<file path="src/rtl/sv32_page_walker.sv">
// Sv32 hardware page-table walker: one- or two-level PTE fetch over a
// single-outstanding read port, with a registered one-cycle result broadcast.
module sv32_page_walker #(
  parameter int PADDR_W = 32
) (
  input  logic               clk,
  input  logic               rst,
  input  logic               IN_rqValid,
  input  logic [31:0]        IN_rqVAddr,
  output logic               OUT_rqReady,
  input  logic [19:0]        IN_satpPPN,
  input  logic               IN_flush,
  output logic               OUT_pwActive,
  output logic               OUT_memValid,
  output logic [PADDR_W-1:0] OUT_memAddr,
  input  logic               IN_memReady,
  input  logic               IN_memRespValid,
  input  logic [31:0]        IN_memRespData,
  output logic               OUT_resValid,
  output logic [19:0]        OUT_resVPN,
  output logic [19:0]        OUT_resPPN,
  output logic               OUT_resIsSuperPage,
  output logic [7:0]         OUT_resPerm,
  output logic               OUT_resPageFault
);

  typedef enum logic [2:0] {
    S_IDLE,
    S_REQ1,
    S_WAIT1,
    S_REQ2,
    S_WAIT2,
    S_DROP
  } state_t;

  state_t      r_state;
  state_t      w_state_next;
  logic [19:0] r_vpn;
  logic [19:0] r_base;

  logic        r_res_valid;
  logic [19:0] r_res_vpn;
  logic [19:0] r_res_ppn;
  logic        r_res_super;
  logic [7:0]  r_res_perm;
  logic        r_res_fault;

  logic        w_accept;
  logic        w_pte_bad;
  logic        w_pte_leaf;
  logic        w_pte_misaligned;
  logic        w_res_fire;
  logic        w_res_fault;
  logic        w_res_super;
  logic        w_take_base;
  logic [19:0] w_addr_ppn;
  logic [9:0]  w_addr_idx;
  logic [31:0] w_addr_full;
  logic        w_unused_rsw;

  assign OUT_pwActive = (r_state != S_IDLE);
  assign OUT_rqReady  = (r_state == S_IDLE) && !IN_flush;
  assign w_accept     = IN_rqValid && OUT_rqReady;

  // Reserved encodings: invalid, W without R, or PPN bits beyond 32-bit physical space.
  assign w_pte_bad        = !IN_memRespData[0] || (IN_memRespData[2:1] == 2'b10) ||
                            (IN_memRespData[31:30] != 2'b00);
  assign w_pte_leaf       = IN_memRespData[3] | IN_memRespData[1];
  assign w_pte_misaligned = (IN_memRespData[19:10] != 10'd0);
  assign w_unused_rsw     = ^IN_memRespData[9:8];

  assign w_addr_full = {w_addr_ppn, w_addr_idx, 2'b00};
  assign OUT_memAddr = PADDR_W'(w_addr_full);

  always_comb begin
    w_state_next = r_state;
    w_res_fire   = 1'b0;
    w_res_fault  = 1'b0;
    w_res_super  = 1'b0;
    w_take_base  = 1'b0;
    OUT_memValid = 1'b0;
    w_addr_ppn   = r_base;
    w_addr_idx   = r_vpn[9:0];
    case (r_state)
      S_IDLE: begin
        if (w_accept) w_state_next = S_REQ1;
      end
      S_REQ1: begin
        OUT_memValid = 1'b1;
        w_addr_ppn   = IN_satpPPN;
        w_addr_idx   = r_vpn[19:10];
        if (IN_flush)         w_state_next = IN_memReady ? S_DROP : S_IDLE;
        else if (IN_memReady) w_state_next = S_WAIT1;
      end
      S_REQ2: begin
        OUT_memValid = 1'b1;
        if (IN_flush)         w_state_next = IN_memReady ? S_DROP : S_IDLE;
        else if (IN_memReady) w_state_next = S_WAIT2;
      end
      S_WAIT1: begin
        if (IN_flush) begin
          // A response in the flush cycle completes the transfer; otherwise it is still owed.
          w_state_next = IN_memRespValid ? S_IDLE : S_DROP;
        end else if (IN_memRespValid) begin
          if (!w_pte_bad && !w_pte_leaf) begin
            w_take_base  = 1'b1;
            w_state_next = S_REQ2;
          end else begin
            w_res_fire   = 1'b1;
            w_res_fault  = w_pte_bad || w_pte_misaligned;
            w_res_super  = !w_res_fault;
            w_state_next = S_IDLE;
          end
        end
      end
      S_WAIT2: begin
        if (IN_flush) begin
          w_state_next = IN_memRespValid ? S_IDLE : S_DROP;
        end else if (IN_memRespValid) begin
          w_res_fire   = 1'b1;
          w_res_fault  = w_pte_bad || !w_pte_leaf;
          w_state_next = S_IDLE;
        end
      end
      S_DROP: begin
        if (IN_memRespValid) w_state_next = S_IDLE;
      end
      default: w_state_next = S_IDLE;
    endcase
  end

  always_ff @(posedge clk) begin
    if (rst) begin
      r_state     <= S_IDLE;
      r_vpn       <= '0;
      r_base      <= '0;
      r_res_valid <= 1'b0;
      r_res_vpn   <= '0;
      r_res_ppn   <= '0;
      r_res_super <= 1'b0;
      r_res_perm  <= '0;
      r_res_fault <= 1'b0;
    end else begin
      r_state     <= w_state_next;
      r_res_valid <= w_res_fire;
      if (w_accept)    r_vpn  <= IN_rqVAddr[31:12];
      if (w_take_base) r_base <= IN_memRespData[29:10];
      if (w_res_fire) begin
        r_res_vpn   <= r_vpn;
        r_res_super <= w_res_super;
        r_res_fault <= w_res_fault;
        r_res_ppn   <= w_res_fault ? 20'd0 : IN_memRespData[29:10];
        r_res_perm  <= w_res_fault ? 8'd0  : IN_memRespData[7:0];
      end
    end
  end

  // A response is only legal while one is owed.
  always_ff @(posedge clk) begin
    if (!rst && IN_memRespValid)
      assert (r_state == S_WAIT1 || r_state == S_WAIT2 || r_state == S_DROP);
  end

  assign OUT_resValid       = r_res_valid;
  assign OUT_resVPN         = r_res_vpn;
  assign OUT_resPPN         = r_res_ppn;
  assign OUT_resIsSuperPage = r_res_super;
  assign OUT_resPerm        = r_res_perm;
  assign OUT_resPageFault   = r_res_fault;

endmodule

</file>
<file path="config.mk">
export PLATFORM = sky130hd
export DESIGN_NAME = sv32_page_walker
export DESIGN_NICKNAME = d
export VERILOG_FILES = /design/src/rtl/sv32_page_walker.sv
export SDC_FILE = /design/constraint.sdc
export NUM_CORES = 1
export LEC_CHECK = 0
export ABC_AREA = 1
export CORE_ASPECT_RATIO = 1.75
export CORE_UTILIZATION = 41
export DETAILED_ROUTE_END_ITERATION = 12
export PLACE_DENSITY = 0.78
export SETUP_SLACK_MARGIN = 0.02
export SLEW_MARGIN = 15
export SYNTH_ARGS = -nofsm -noshare
export SYNTH_HDL_FRONTEND = slang
export SYNTH_SLANG_ARGS = --single-unit
</file>
<file path="constraint.sdc">
create_clock -name clk -period 1.65 [get_ports clk]
set_input_delay 0.33 -clock clk [delete_from_list [all_inputs] [get_ports clk]]
set_output_delay 0.33 -clock clk [all_outputs]
set_load 0.01 [all_outputs]
</file>
**Word level (Yosys, flattened, before mapping)**

Cells that the tools add are included.

- ROM bits: 0
- Output and inout bits: 86
- Word-level logic and storage cells: 76
- Flip-flop bits (word level): 94
- Memory bits (writable): 0
- Bits in latches: 0
- Bits of input ports: 90
- Memories kept: 0

- Multiplexer cells: 38
- Reduce and logical (&&, ||, !) cells: 18
- Equal/unequal tests: 10
- Order comparisons: 0
- Bitwise gates (word level): 1
- Shift operators: 0
- $add $sub $neg: 0
- Multipliers: 0
- Divide/modulo/power cells: 0

Operator list:

| operator | number |
|---|---|
| 20-bit 2-to-1 mux | 2 |
| 3-bit 2-to-1 mux | 11 |
| 1-bit 2-to-1 mux | 19 |
| 3-bit one-hot mux with 6 select lines | 1 |
| 10-bit 2-to-1 mux | 1 |
| 10-bit nonzero test | 1 |
| 3-bit != test, second input constant | 3 |
| 8-bit 2-to-1 mux | 1 |
| 3-bit by 2-bit == test with 1-bit output, second input constant | 2 |
| 3-bit == test, second input constant | 2 |
| 1-bit zero test | 5 |
| 1-bit logical OR | 4 |
| 1-bit one-hot mux with 2 select lines | 2 |
| 4-bit AND reduction | 1 |
| 3-bit by 1-bit == test with 1-bit output, second input constant | 1 |
| 1-bit logical AND | 3 |
| 3-bit zero test | 1 |
| 3-bit nonzero test | 1 |
| 2-bit == test, second input constant | 1 |
| 2-bit 2-to-1 mux | 1 |
| 2-bit != test, second input constant | 1 |
| 2-bit nonzero test | 1 |
| 2-bit OR reduction | 1 |
| 1-bit OR | 1 |

**Longest topological paths before layout**

- Word-level depth: 10
- Gate-level depth with buffers: 11
- Depth with buffers taken out: 9

**Worst setup path after synthesis**

Ideal clock, no wire load.

- Path kind: register -> output
- Start point: register r_state[2]
- End point: output OUT_memAddr[12]
- Data arrival time: 1.195 ns
- Cell stages (with the launch flop): 7
- Required time: 1.320 ns
- Path slack: 0.125 ns
- Buffers on the path: 1
- Cells stage by stage: dfxtp_1 -> inv_1 -> nand2_1 -> nor2_1 -> clkbuf_1 -> nand2_1 -> nand2_1

- Longest elaborated chain between the ends: 2

Ends and longest elaborated chain:

| what | line | RTL |
|---|---|---|
| start: declaration | 36 | `state_t r_state;` |
| start signal: assignment | 144 | `r_state <= w_state_next;` |
| 3-bit by 1-bit == test with 1-bit output | 84 | `case (r_state)` |
| 20-bit 2-to-1 mux | 84 |  |
| end: declaration | 15 | `output logic [PADDR_W-1:0] OUT_memAddr,` |

Every way passes these cells.

**Final worst setup path**

- Start point: register r_state[2]
- End point: output OUT_memAddr[22]

The elaborated chain is that of the path after synthesis.

==> results.sh <==
export IMPL_cts_htree_levels=3
export IMPL_grt_use_total_pct=24.76
export IMPL_seq_area_frac_synth_pct=44.95
export IMPL_synth_fa_ha_area_share_pct=0
export IMPL_end_kind="primary output"
export IMPL_firstDrtPassIters=4
export IMPL_r2r_start="r_state[1]$_SDFFE_PP0P_"
export IMPL_start_kind="flop"
export IMPL_wl_um=15420
export IMPL_vias_per_cell=5.184
export IMPL_grt_ovfl_total=0
export IMPL_placementRows=48
export IMPL_hp_class="reg -> reg"
export IMPL_hold_start="r_vpn[0]$_SDFFE_PP0P_"
export IMPL_ys_async_sr_fraction_pct=0
export IMPL_stdcell_area_um2=7261
export IMPL_ir_drop_uv=594.2
export IMPL_post_drt_wl_per_cell_um=16.30
export IMPL_final_seq_area_um2=1886
export IMPL_synth_top_cell_by_area="dfxtp_1"
export IMPL_violations="setup timing"
export IMPL_cts_clk_slew_worst_paths_ps=60
export IMPL_grt_pass1_wl_um=20710
export IMPL_dieArea_um2=10630
export IMPL_clock_latency_ps=330
export IMPL_synth_avg_cell_area_um2=6.908
export IMPL_drtAntennaViolNets=0
export IMPL_status="finished, violations left"
export IMPL_drc=0
export IMPL_placed_area_um2=6205
export IMPL_finalSetupViolCount=68
export IMPL_hold_path_cell_count=2
export IMPL_area_growth_pct=73.43
export IMPL_nNetsFinal=907
export IMPL_num_antenna_cells=0
export IMPL_arrival_ps=1490
export IMPL_gp_congestion=0.8402
export IMPL_die_x_um=78.39
export IMPL_place_ws_ps=-293.2
export IMPL_maxCapViolCount=0
export IMPL_grt_max_degree=58
export IMPL_critPathMaxFanout=6
export IMPL_synth_warnings=0
export IMPL_pin_count=176
export IMPL_ys_seq_elements=94
export IMPL_synthXorXnorAreaFrac_pct=0
export IMPL_cts_buffers=9
export IMPL_initial_core_util_pct=42.25
export IMPL_ys_types=23
export IMPL_dp_hpwl_um=9155
export IMPL_cts_hold_buf=0
export IMPL_r2r_end="OUT_resVPN[13]$_SDFFE_PP0P_"
export IMPL_syn_cell_area_um2=4187
export IMPL_required_ps=1320
export IMPL_setup_tns_ps=-4690
export IMPL_synth_compound_area_share_pct=16.74
export IMPL_cts_root_buf="clkbuf_16"
export IMPL_max_freq_mhz=549.8
export IMPL_core_area_um2=9910
export IMPL_clkSinkCount=94
export IMPL_port_buffers=159
export IMPL_die_h_um=135.7
export IMPL_cts_max_path_buffers=2
export IMPL_synth_flop_cell="dfxtp_1"
export IMPL_finalHoldViolations=0
export IMPL_cts_tree="yes"
export IMPL_synth_top_cells_by_count="nand2_1, dfxtp_1, o21ai_0, nor2_1, inv_1"
export IMPL_r2r_cells=11
export IMPL_multi_input_area_um2=2110
export IMPL_crit_type="reg -> out"
export IMPL_synth_area_mux_share_pct=0
export IMPL_skew_ps=7.221
export IMPL_holdPathEnd="r_vpn[0]$_SDFFE_PP0P_"
export IMPL_fillers=753
export IMPL_vias=4904
export IMPL_r2r_slack_ps=-70
export IMPL_leakage_nw=3.423
export IMPL_finalCritPeriodShare_pct=110.2
export IMPL_antenna_found_initial=0
export IMPL_rsz0062_at_grt="yes"
export IMPL_synth_top_family_by_area="simple AND/OR/NAND/NOR gates"
export IMPL_drt_initial_drc_count=243
export IMPL_drive_gt1_share_pct=25.21
export IMPL_p_per_area_nw_per_um2=746.4
export IMPL_yosysMostFrequentCell="nand2_1"
export IMPL_timing_hold_ws_ps=476.1
export IMPL_synthTopCellsByArea="dfxtp_1, nand2_1, o21ai_0, nor2_1, a21oi_1"
export IMPL_finalMaxSlewViolations=0
export IMPL_grt_pass1_vias=4399
export IMPL_period_minus_slack_ps=1819
export IMPL_postLayoutCoreUtil_pct=73.27
export IMPL_yosys_area_share_simple_pct=27.35
export IMPL_yosysTopAreaCellShare_pct=44.95
export IMPL_worst_slack_ps=-168.7
export IMPL_syn_inst=606
export IMPL_synth_edf_count=0
==> routing by layer <==
metal / wire [µm] / vias up / track usage, % / part of all wire, %
li1: - / 2364 / - / -
met1: 5294 / 2249 / 26.24 / 34
met5: 0 / - / 0 / 0
met4: 660 / 0 / 7.922 / 4.3
met3: 963 / 52 / 4.916 / 6.2
met2: 8504 / 239 / 47.81 / 55
==> cells by family after synthesis <==
logic type / Yosys count
compound gates: 139
buf+inv: 100
flops: 94
other cells: 1
simple gates: 272
==> layout by cell type (no fill, tap or decap), drive strengths merged <==
cell type / count
nand2: 135
clkdlybuf4s50: 123
buf: 102
dfxtp: 94
o21ai: 91
nor2: 87
inv: 56
a21oi: 46
nand3: 46
clkbuf: 23
nand4: 5
dlymetal6s2s: 3
clkinv: 3
o211ai: 2
conb: 2
clkinvlp: 2
bufinv: 1
==> worst max-delay path, cell delays in order (launching register included) <==
cell     delay, ps
dfxtp_2        330
inv_2           70
nand2_4         50
nor2_4         100
buf_6          120
buf_6          120
buf_12         130
nand2_2         40
nand2_1         60
buf_2          130
==> registers in the layout (all words and copies together) (netlist names) <==
name / cells
OUT_resPerm: 8
r_state: 3
OUT_resIsSuperPage: 1
OUT_resValid: 1
OUT_resVPN: 20
r_base: 20
r_vpn: 20
OUT_resPageFault: 1
OUT_resPPN: 20
==> stage by stage <==
stage               total power (W)  std cells
floorplan                  0.002746        607
global route               0.005621        946
global placement           0.003291        898
finish                     0.005419        946
detailed placement         0.003313        898
CTS                        0.005394        922
==> worst max-delay path by stage <==
stage | slack (ps) | to | depth (start not counted) | startpoint
floorplan | 130 | OUT_memAddr[12] | 6 | r_state[2]$_SDFFE_PP0P_
global placement | -290 | OUT_rqReady | 3 | IN_flush
detailed placement | -290 | OUT_resPPN[6]$_SDFFE_PP0P_ | 10 | IN_flush
CTS | -180 | OUT_memAddr[15] | 9 | r_state[2]$_SDFFE_PP0P_
global route | -250 | OUT_memAddr[15] | 9 | r_state[2]$_SDFFE_PP0P_
finish | -170 | OUT_memAddr[22] | 9 | r_state[2]$_SDFFE_PP0P_
==> power breakdown <==
part	switching (W)	leakage (nW)	internal [W]
logic	0.000476	2.52	0.000521
registers	0.0000461	0.762	0.00232
clock network	0.000845	0.141	0.00121
total	0.00137	3.42	0.00405
==> layout make-up <==
cell class / instances / share of cell area [%]
tap: 125 / 2.154
sequential: 94 / 25.97
inverter: 57 / 3.222
multi-input combinational: 414 / 29.05
clock buffer: 10 / 3.291
timing repair buffer: 241 / 35.50
clock inverter: 5 / 0.8099
==> timing repair <==
action,4_1_cts,5_1_grt
pin swaps,6,28
setup endpoints to repair,59,119
buffers inserted,5,8
resized for setup,162,96
cloned,4,17
Power figures use the tool's default switching activity.
